### src/rtl/puf_meas_ctrl.sv
// puf_meas_ctrl: sequences one ring-oscillator measurement per response bit.
// For each bit it presents a challenge, clears the counters, opens the
// oscillator window, waits for the counters to settle, then compares counts.
// Collected bits leave as one word on a valid/ready handshake.
//
// Handshake: resp is transferred on a clock edge where resp_valid and
// resp_ready are both high. resp_valid stays high with resp stable until
// that edge and does not depend on resp_ready.
//
// Registered outputs (osc_en, cnt_clr, resp_valid) are computed from the
// current state and registered, so they trail the state register by one
// cycle. As a result, an accepted start at cycle 0 shows cnt_clr at cycle 1.
module puf_meas_ctrl #(
    parameter int CNT_W   = 8,
    parameter int CHAL_W  = 5,
    parameter int NBITS   = 8,
    parameter int WIN_CYC = 256,
    parameter int SETTLE  = 4
) (
    input  logic              clk,
    input  logic              rst_n,
    input  logic              start,
    input  logic [CHAL_W-1:0] chal_base,
    input  logic [CNT_W-1:0]  cnt_a,
    input  logic [CNT_W-1:0]  cnt_b,
    output logic              osc_en,
    output logic              cnt_clr,
    output logic [CHAL_W-1:0] chal,
    output logic              busy,
    output logic [NBITS-1:0]  resp,
    output logic              resp_valid,
    input  logic              resp_ready,
    output logic [3:0]        tie_cnt,
    output logic [2:0]        dbg_state
);

    localparam int PH_W  = $clog2(WIN_CYC + SETTLE + 2) + 1;
    localparam int IDX_W = (NBITS > 1) ? $clog2(NBITS) : 1;

    typedef enum logic [2:0] {
        S_IDLE   = 3'd0,
        S_CLEAR  = 3'd1,
        S_RUN    = 3'd2,
        S_SETTLE = 3'd3,
        S_SAMPLE = 3'd4,
        S_DONE   = 3'd5
    } state_t;

    state_t            r_state;
    state_t            w_next;
    logic [PH_W-1:0]   r_ph;
    logic [IDX_W-1:0]  r_idx;
    logic [CHAL_W-1:0] r_base;
    logic [CHAL_W-1:0] r_chal;
    logic [NBITS-1:0]  r_resp;
    logic [3:0]        r_tie;
    logic              r_osc_en;
    logic              r_cnt_clr;
    logic              r_resp_valid;
    logic              w_osc_en;
    logic              w_cnt_clr;
    logic              w_resp_valid;
    logic              w_last_bit;
    logic              w_accept;

    assign w_last_bit = (r_idx == IDX_W'(NBITS - 1));
    assign w_accept   = (r_state == S_IDLE) && start;

    // State register plus the per-state cycle counter (restarts on every state change).
    always_ff @(posedge clk) begin
        if (rst_n) begin
            r_state <= S_IDLE;
            r_ph    <= '0;
        end else begin
            r_state <= w_next;
            r_ph    <= (w_next != r_state) ? '0 : r_ph + 1'b1;
        end
    end

    // Next-state selection; each timed state leaves on its last counted cycle.
    always_comb begin
        w_next = r_state;
        case (r_state)
            S_IDLE:   if (start) w_next = S_CLEAR;
            S_CLEAR:  if (r_ph == PH_W'(1)) w_next = S_RUN;
            S_RUN:    if (r_ph == PH_W'(WIN_CYC - 1)) w_next = S_SETTLE;
            S_SETTLE: if (r_ph == PH_W'(SETTLE - 1)) w_next = S_SAMPLE;
            S_SAMPLE: w_next = w_last_bit ? S_DONE : S_CLEAR;
            S_DONE:   if (r_resp_valid && resp_ready) w_next = S_IDLE;
            default:  w_next = S_IDLE;
        endcase
    end

    // Output decode from the current state; valid drops right after the transfer edge.
    always_comb begin
        w_osc_en     = (r_state == S_RUN);
        w_cnt_clr    = (r_state == S_CLEAR);
        w_resp_valid = (r_state == S_DONE) && !(r_resp_valid && resp_ready);
    end

    // Output registers, challenge generation and response/tie collection.
    always_ff @(posedge clk) begin
        if (rst_n) begin
            r_osc_en     <= 1'b0;
            r_cnt_clr    <= 1'b0;
            r_resp_valid <= 1'b0;
            r_idx        <= '0;
            r_base       <= '0;
            r_chal       <= '0;
            r_resp       <= '0;
            r_tie        <= '0;
        end else begin
            r_osc_en     <= w_osc_en;
            r_cnt_clr    <= w_cnt_clr;
            r_resp_valid <= w_resp_valid;
            if (w_accept) begin
                r_base <= chal_base;
                r_chal <= chal_base;
                r_idx  <= '0;
                r_resp <= '0;
                r_tie  <= '0;
            end else if (r_state == S_SAMPLE) begin
                r_resp[r_idx] <= (cnt_a > cnt_b);
                if ((cnt_a == cnt_b) && (r_tie != 4'hF)) begin
                    r_tie <= r_tie + 4'd1;
                end
                if (!w_last_bit) begin
                    r_idx  <= r_idx + 1'b1;
                    r_chal <= r_base + CHAL_W'(r_idx + 1'b1);
                end
            end
        end
    end

    assign osc_en     = r_osc_en;
    assign cnt_clr    = r_cnt_clr;
    assign resp_valid = r_resp_valid;
    assign chal       = r_chal;
    assign resp       = r_resp;
    assign tie_cnt    = r_tie;
    assign busy       = (r_state != S_IDLE);
    assign dbg_state  = r_state;

endmodule

### config.mk
export PLATFORM = sky130hd
export DESIGN_NAME = puf_meas_ctrl
export DESIGN_NICKNAME = d
export VERILOG_FILES = /design/src/rtl/puf_meas_ctrl.sv
export SDC_FILE = /design/constraint.sdc
export NUM_CORES = 1
export LEC_CHECK = 0
export ABC_AREA = 1
export CAP_MARGIN = 20
export CORE_AREA = 3 3 82 84
export CTS_BUF_LIST = sky130_fd_sc_hd__clkbuf_4
export DETAILED_ROUTE_END_ITERATION = 12
export DIE_AREA = 0 0 85 87
export DONT_BUFFER_PORTS = 1
export SLEW_MARGIN = 40
export SYNTH_ARGS = -nofsm -noshare
export SYNTH_HDL_FRONTEND = slang
export SYNTH_SLANG_ARGS = --single-unit
### constraint.sdc
create_clock -name clk -period 2.42 [get_ports clk]
set_input_delay 0.484 -clock clk [delete_from_list [all_inputs] [get_ports clk]]
set_output_delay 0.484 -clock clk [all_outputs]
set_load 0.02 [all_outputs]
# Yosys cells after proc, flatten, opt, wreduce, memory -nomap -nowiden
# Index checks and enable logic that the tools add are counted.
# totals
register_bits	41
wordCells	59
inputBits	25
out_inout_bits	24
# classes
n_lt_le_gt_ge	3
muxes	13
add_sub_neg	5
n_reduce_logical	14
n_eq_ne	13
n_bitwise	1
# op_table
op	n
3-bit 2-to-1 mux	6
3-bit case mux with 6 select lines	1
5-bit 2-to-1 mux	3
10-bit by 1-bit adder with 10-bit output, second input constant	1
10-bit by 1-bit == test with 1-bit output, second input constant	1
10-bit by 2-bit == test with 1-bit output, second input constant	1
10-bit by 8-bit == test with 1-bit output, second input constant	1
3-bit == test, second input constant	3
8-bit bitwise mux	1
8-bit == test	1
8-bit > comparator	1
3-bit by 2-bit == test with 1-bit output, second input constant	2
2-bit AND reduction	3
5-bit by 4-bit adder with 5-bit output	1
1-bit logical AND	5
3-bit by 1-bit adder with 4-bit output, second input constant	1
4-bit by 1-bit adder with 4-bit output, second input constant	1
3-bit by 4-bit < comparator with 1-bit output, second input constant	1
4-bit != test, second input constant	1
2-bit OR reduction	2
3-bit by 1-bit adder with 3-bit output, second input constant	1
1-bit demux with 3-bit select	1
3-bit by 1-bit == test with 1-bit output, second input constant	1
3-bit by 1-bit >= comparator with 1-bit output, second input constant	1
other kinds (8)	8

# Longest topological paths before layout
# Gate-level depths: netlist (run 1).
# depth
word_depth	5
depth_mapped	10
depth_no_buf	10

# Worst setup path after synthesis (run 1)
# Ideal clock, no wire load.
# synth_path
path_kind	in2reg
startpoint	input cnt_b[7]
endpoint	register r_tie[3], in the netlist tie_cnt[3]
n_path_buf	0
path_stages	9
slack_ns	0.789
setup_ns	0.122
t_arrival_ns	1.509
t_required_ns	2.298
cell_sequence	inv_1 ha_1 nand2_1 nor2_1 nand2_1 nor2_2 nand2_1 o21ai_0 a21oi_1
# synth_via
elab_chain_len	3
# synth_rtl
item	line_no	source
from (decl)	25	input logic [CNT_W-1:0] cnt_b,
8-bit == test	124	if ((cnt_a == cnt_b) && (r_tie != 4'hF)) begin
1-bit logical AND	124	
2-bit AND reduction (no line)	n/a	
to (signal assigned)	125	r_tie <= r_tie + 4'd1;
to (decl)	56	logic [3:0] r_tie;
# Every way passes these cells.
# A chain may end at the register's enable or synchronous reset.

# Worst setup path after layout (run 1)
# layout_path
startpoint	register r_state[0], in the netlist dbg_state[0]
endpoint	output busy
# layout_via
elab_chain_len	1
# layout_rtl
item	line_no	source
from (decl)	49	state_t r_state;
from (signal assigned)	75	r_state <= w_next;
3-bit nonzero test	141	assign busy = (r_state != S_IDLE);
to (decl)	29	output logic busy,
# Every way passes these cells.

==> metrics, run 1 <==
routed wire length 4.298 mm; routability congestion estimate 0.7804; via count 1,741; crit-path max FO 7; crit path to busy; diode count 0; clock-pin transition on the worst setup and hold timing paths 0.12 ns; vias in the first global route 1,741; die width 85 um; Synth Instances 285; Compound-Gate Fraction of Synth Area 14.55%; main combinational cell family by area after synthesis simple AND/OR/NAND/NOR gates; Worst Setup SP dbg_state[0]$_SDFF_PP0_; CTS max path bufs 2; Required @ worst endpoint 1.94 ns; initial antenna violation count 0; clk_skew 0.01274 ns; register-to-register setup slack 0.72 ns; vias per inst 4.757; CTS sink count 41; first-pass GRT wire length 7.617 mm; worst reg-to-reg path cell count 9; Pre-antenna DRT Iters 4; row cnt 28; Initial Utilization 35.32%; Crit Path Class reg2out; CTS tree yes; ANT nets after route 0; Slew @ Worst Pin 0.4442 ns; Setup TNS Final 0 ns; crit share post-route 75.42%; final hold violations 0; CTS Buf Count 5; multiplexer area fraction after synthesis 0%; IO Count 49; Syn Std Cell Area 2116 sq um; Max Slew Vio Count 0; Worst Setup End Kind output port; area leader, netlist dfxtp_1; reg2reg end chal[4]$_SDFFE_PP0P_; Min-Delay Path Class in2reg; CP startpoint kind flip-flop; fin worst setup slack 0.5948 ns; Placeable Area 5991 sq um; chip height 87 um; CTS resizes 0; Data arrival, critical path 1.34 ns; run status finished clean; DR WL/cell 11.74 um; 1st-iter DRT viols 56; Worst slew margin 70.16%; drt drc 0; VDD IR max 0.0002233 V; RSZ-0062 raised after global routing no; die area 7395 sq um; share of cells above drive strength 1 7.216%; area share of the largest cell type after synthesis 38.79%; count of different cell masters after synthesis 28; minimum clock period 1.825 ns; sequential area share after synthesis 38.79%; Synth Area in XOR/XNOR 3.312%; dpl hpwl 3.338 mm; top cells by area, synth dfxtp_1, ha_1, nor2_1, nand2_1, inv_1; Final setup viols 0; Global Route Usage Sum 12.73%; Synth Area in Adders 10.41%; Nets 332; IO Port Bufs 0; Synth Warn # 0; pre-CTS WS 0.6447 ns; H-tree Lvls 2; Post CTS Setup Buffer Count 0; Skew-Pair Late Insertion Delay 0.35 ns; Syn Area/Cell 7.424 sq um; Net Count, Synth 327; f_max 0.5479 GHz; pin count of the biggest net entering global routing 13; Yosys reg bits 41; Root Driver clkbuf_4; PwrDens 622.7 nW/um^2; Max Cap Violations 0; GR Overflow Total 0; CTS Hold Bufs 0; start of the worst register-to-register path r_idx[0]$_SDFFE_PP0P_; Post-Synth Simple-Gate Area 25.78%; Leak 0.9317 nW; Area Growth Syn to Fin 7.747%
[metrics by stage]
| stage | util, % | hold WS, ns | cell area [sq um] | instances | total power (W) |
|---|---|---|---|---|---|
| 2_1_floorplan | - | 0.4334 | 2116 | 285 | 0.0009491 |
| 3_3_place_gp | 36.74 | 0.4497 | 2201 | 358 | 0.0009922 |
| 3_5_place_dp | 36.74 | 0.4584 | 2201 | 358 | 0.0009926 |
| 4_1_cts | 38.05 | 0.1571 | 2280 | 366 | 0.001447 |
| 5_1_grt | 38.05 | 0.1548 | 2280 | 366 | 0.001505 |
| 6_report | 38.05 | 0.1771 | 2280 | 366 | 0.001420 |
[cell families after synthesis]
family / after synthesis
AND/OR/NAND/NOR: 121
adder cells (fa/ha/maj): 17
buffers and inverters: 40
flip-flops: 41
AO/OA/AOI/OAI: 58
XOR/XNOR: 8
[layout by cell type (no fill, tap or decap), drive strengths merged]
cell    instances
a31oi           5
or2             4
a21boi          1
inv            38
fa              1
ha             16
nor2           48
clkbuf          6
clkinv          1
a211oi          1
o21ai          22
a21oi          26
nand4           1
xor2            5
bufinv          1
xnor2           3
nor3            2
o22ai           2
nand3          18
dfxtp          41
a21o            1
nand2          48
[state kept, by name, summed over array words and instances, names as in the netlist]
register and flops:
cnt_clr 1, resp_valid 1, resp 8, tie_cnt 4, r_base 5, dbg_state 3, chal 5, r_ph 10
osc_en 1, r_idx 3
[critical path, stage by stage (launching register included)]
cell	delay, ns
dfxtp_1	0.62
nor2_1	0.17
nand2_1	0.21
[cell type report]
cell class / instances / area (sq um)
clock inverter: 2 / 33.78
clock buffer: 6 / 45.04
inverter: 38 / 142.6
multi-input combinational: 204 / 1144
fill: 614 / 3711
sequential: 41 / 820.8
tap: 75 / 93.84
[per-layer routing]
| layer | vias up | share of wire (%) | track usage [%] |
|---|---|---|---|
| met5 | - | 0 | 0 |
| met1 | 766 | 44 | 14.80 |
| met2 | 28 | 47 | 21.33 |
| li1 | 942 | - | - |
| met3 | 5 | 7.9 | 5.960 |
| met4 | 0 | 0.93 | 3.022 |
[how the worst min path moves through the flow]
stage | end | slack [ns] | startpoint | cells past startpoint
global placement | r_ph[0]$_SDFF_PP0_ | 0.45 | r_ph[0]$_SDFF_PP0_ | 1
global route | r_base[2]$_SDFFE_PP0P_ | 0.15 | rst_n | 1
finish | r_base[2]$_SDFFE_PP0P_ | 0.18 | rst_n | 1
detailed placement | r_ph[0]$_SDFF_PP0_ | 0.46 | r_ph[0]$_SDFF_PP0_ | 1
CTS | r_base[4]$_SDFFE_PP0P_ | 0.16 | rst_n | 1
floorplan | r_ph[0]$_SDFF_PP0_ | 0.43 | r_ph[0]$_SDFF_PP0_ | 1
[power breakdown]
part           switching, W  total (W)  internal (W)
logic              0.000137   0.000210     0.0000732
clock network      0.000220   0.000446      0.000226
registers         0.0000532   0.000763      0.000710
[synthesized netlist by cell type, drive strengths merged]
cell / count
o21ai: 22
a21boi: 1
dfxtp: 41
nand2: 48
a31oi: 5
buf: 1
nand4: 1
ha: 16
a21oi: 26
nor2: 48
o22ai: 2
fa: 1
inv: 38
a21o: 1
or2: 4
nor3: 2
a211oi: 1
xor2: 5
xnor2: 3
nand3: 18
clkbuf: 1
No activity file was read; power rests on OpenSTA's default activity.
==> inputs of run 2 (changes only) <==
==> constraint.sdc (replaced) <==
create_clock -name clk -period 1.68 [get_ports clk]
set_input_delay 0.336 -clock clk [delete_from_list [all_inputs] [get_ports clk]]
set_output_delay 0.336 -clock clk [all_outputs]
set_load 0.02 [all_outputs]
==> run 2 against run 1 <==
  * Register-to-register slack got worse by 0.59 ns
  * Sequential share of layout area fell by 1.8 points
  * Worst setup slack got worse by 0.46 ns
  * Via count rose by 3.8%
  * Global-route usage fell by 0.12 points
  * Power rose by 37%
  * Hold slack got worse by 0.13 ns
  * Utilization rose by 2.2 points
  * Routed wire length rose by 3.8%
==> metrics, run 2 (synthesis results as in run 1) <==
pin count of the biggest net entering global routing 13 (unchanged); Initial Utilization 35.32% (unchanged); Min-Delay Path Class in2reg; IO Count 49 (unchanged); via count 1,807 (+3.8%); Leak 0.9880 nW (+6.0%); FILL cells 627 (+2.1%); vias in the first global route 1,747 (+0.34%); Register Area 825.8 sq um (+0.61%); area of the multi-input gates 1211 sq um (+5.9%); commonest cells after routing, fill and taps aside nand2_1, nor2_1, dfxtp_1, inv_1, a21oi_1; Worst slew margin 72.45% (+2.3 points); Skew-Pair Late Insertion Delay 0.34 ns (about the same); overall power 0.001940 W (+37%); Data arrival, critical path 1.79 ns (+0.45 ns); Worst Setup End Kind flip-flop; diode count 0 (unchanged); Max Slew Vio Count 0 (unchanged); crit share post-route 92.10%; Placeable Area 5991 sq um (unchanged); chip height 87 um (unchanged); Required @ worst endpoint 1.92 ns (-0.02 ns); ANT nets after route 0 (unchanged); Crit Path Class reg2reg; Cell Int Power 0.001337 W (+32%); row cnt 28 (unchanged); switching power share of the total 31.07% (+2.2 points); CTS Hold Bufs 0 (unchanged); share of cells above drive strength 1 17.16% (+9.9 points); GR Overflow Total 0 (unchanged); Global Route Usage Sum 12.61% (-0.12 points); CTS Buf Count 5 (unchanged); Clk pwr share 24.1% (-7.3 points); Placed Cells 369 (+3.1%); Root Driver clkbuf_4; f_max 0.6463 GHz; CP startpoint kind flip-flop; 1st-iter DRT viols 93 (+66%); Final setup viols 0 (unchanged); drt drc 0 (unchanged); Nets 345 (+3.9%); initial antenna violation count 0 (unchanged); IO Port Bufs 0 (unchanged); vias per inst 4.780 (+0.50%); minimum clock period 1.547 ns; CTS sink count 41 (unchanged); clk_skew 0.006705 ns (-0.006034 ns); Final Util 40.27% (+2.2 points); max FFs per register 10 (unchanged); Area Growth Syn to Fin 14.02%; routed wire length 4.461 mm (+3.8%); Placement Cell Area 2283 sq um (+3.8%); routability congestion estimate 0.7604 (-2.6%); Max Cap Violations 0 (unchanged); die area 7395 sq um (unchanged); H-tree Lvls 2 (unchanged); crit-path max FO 3 (-4); switching pwr 0.0006027 W (+47%); Final Cell Area 2412 sq um (+5.8%); Slew @ Worst Pin 0.4102 ns (-0.03401 ns); DR WL/cell 11.80 um (+0.50%); run status finished clean; clock-pin transition on the worst setup and hold timing paths 0.11 ns (about the same); Reg power frac 56.3% (+2.5 points); die width 85 um (unchanged); VDD IR max 0.0003575 V (+60%); first-pass GRT wire length 7.665 mm (+0.63%); non-filler cells, final 378 (+3.3%); Largest Register r_ph; Pre-antenna DRT Iters 4 (unchanged); CTS max path bufs 2 (unchanged); RSZ-0062 raised after global routing yes; PwrDens 804.1 nW/um^2 (+29%); CTS tree yes; Comb pwr share 19.7% (+4.9 points); final hold violations 0 (unchanged); dpl hpwl 3.432 mm (+2.8%); hold slack 0.04700 ns (-0.1301 ns)
[run 2: power by group through the flow]
stage / Sequential, W / Clock, W / Combinational (W)
detailed placement: 0.00111 / 0 / 0.000351
global route: 0.00110 / 0.000529 / 0.000443
global placement: 0.00111 / 0 / 0.000347
floorplan: 0.00111 / 0 / 0.000255
CTS: 0.00109 / 0.000499 / 0.000353
finish: 0.00109 / 0.000467 / 0.000381
[run 2: final cells by class]
type | instances | share of cell area, %
clock buffer | 6 | 1.867
clock inverter | 1 | 0.1556
inverter | 38 | 5.913
multi-input combinational | 205 | 50.21
sequential | 41 | 34.23
tap | 75 | 3.890
timing repair buffer | 12 | 3.734
[run 2: worst paths after layout]
| check | startpoint | to | slack [ns] | cells past startpoint |
|---|---|---|---|---|
| worst max-delay path | r_idx[0]$_SDFFE_PP0P_ | chal[4]$_SDFFE_PP0P_ | 0.13 | 9 |
| worst min-delay path | rst_n | r_base[4]$_SDFFE_PP0P_ | 0.05 | 1 |
| worst max register to register | r_idx[0]$_SDFFE_PP0P_ | chal[4]$_SDFFE_PP0P_ | 0.13 | 9 |
| worst min register to register | r_base[2]$_SDFFE_PP0P_ | r_base[2]$_SDFFE_PP0P_ | 0.48 | 2 |
[run 2: metal layers]
layer	GRT usage, %	part of all wire [%]	routed length (um)	vias up
met4	3.597	0.99	44	0
met1	14.79	45	2024	799
li1	-	-	-	967
met3	5.109	7.5	333	7
met2	21.26	46	2059	34
met5	0	0	0	-
[run 2: stage by stage]
step,TNS [ns],setup WS [ns]
after global routing,-0.009846,-0.007205
after detailed placement,0,0.01783
after global placement,0,0.06637
after CTS,0,0.002337
after floorplan,0,0.08812
final,0,0.1326
[run 2: worst max-delay path, stage by stage (launching register included)]
cell	delay [ns]
dfxtp_2	0.35
inv_2	0.07
ha_4	0.12
inv_2	0.04
fa_2	0.38
nand2_2	0.09
a21oi_2	0.06
or2_4	0.22
nand3_2	0.05
a31oi_1	0.07
[run 2: what timing repair did]
item	CTS	global route
gates resized for setup	0	22
setup buffers	0	1
endpoints found under the setup margin	0	14
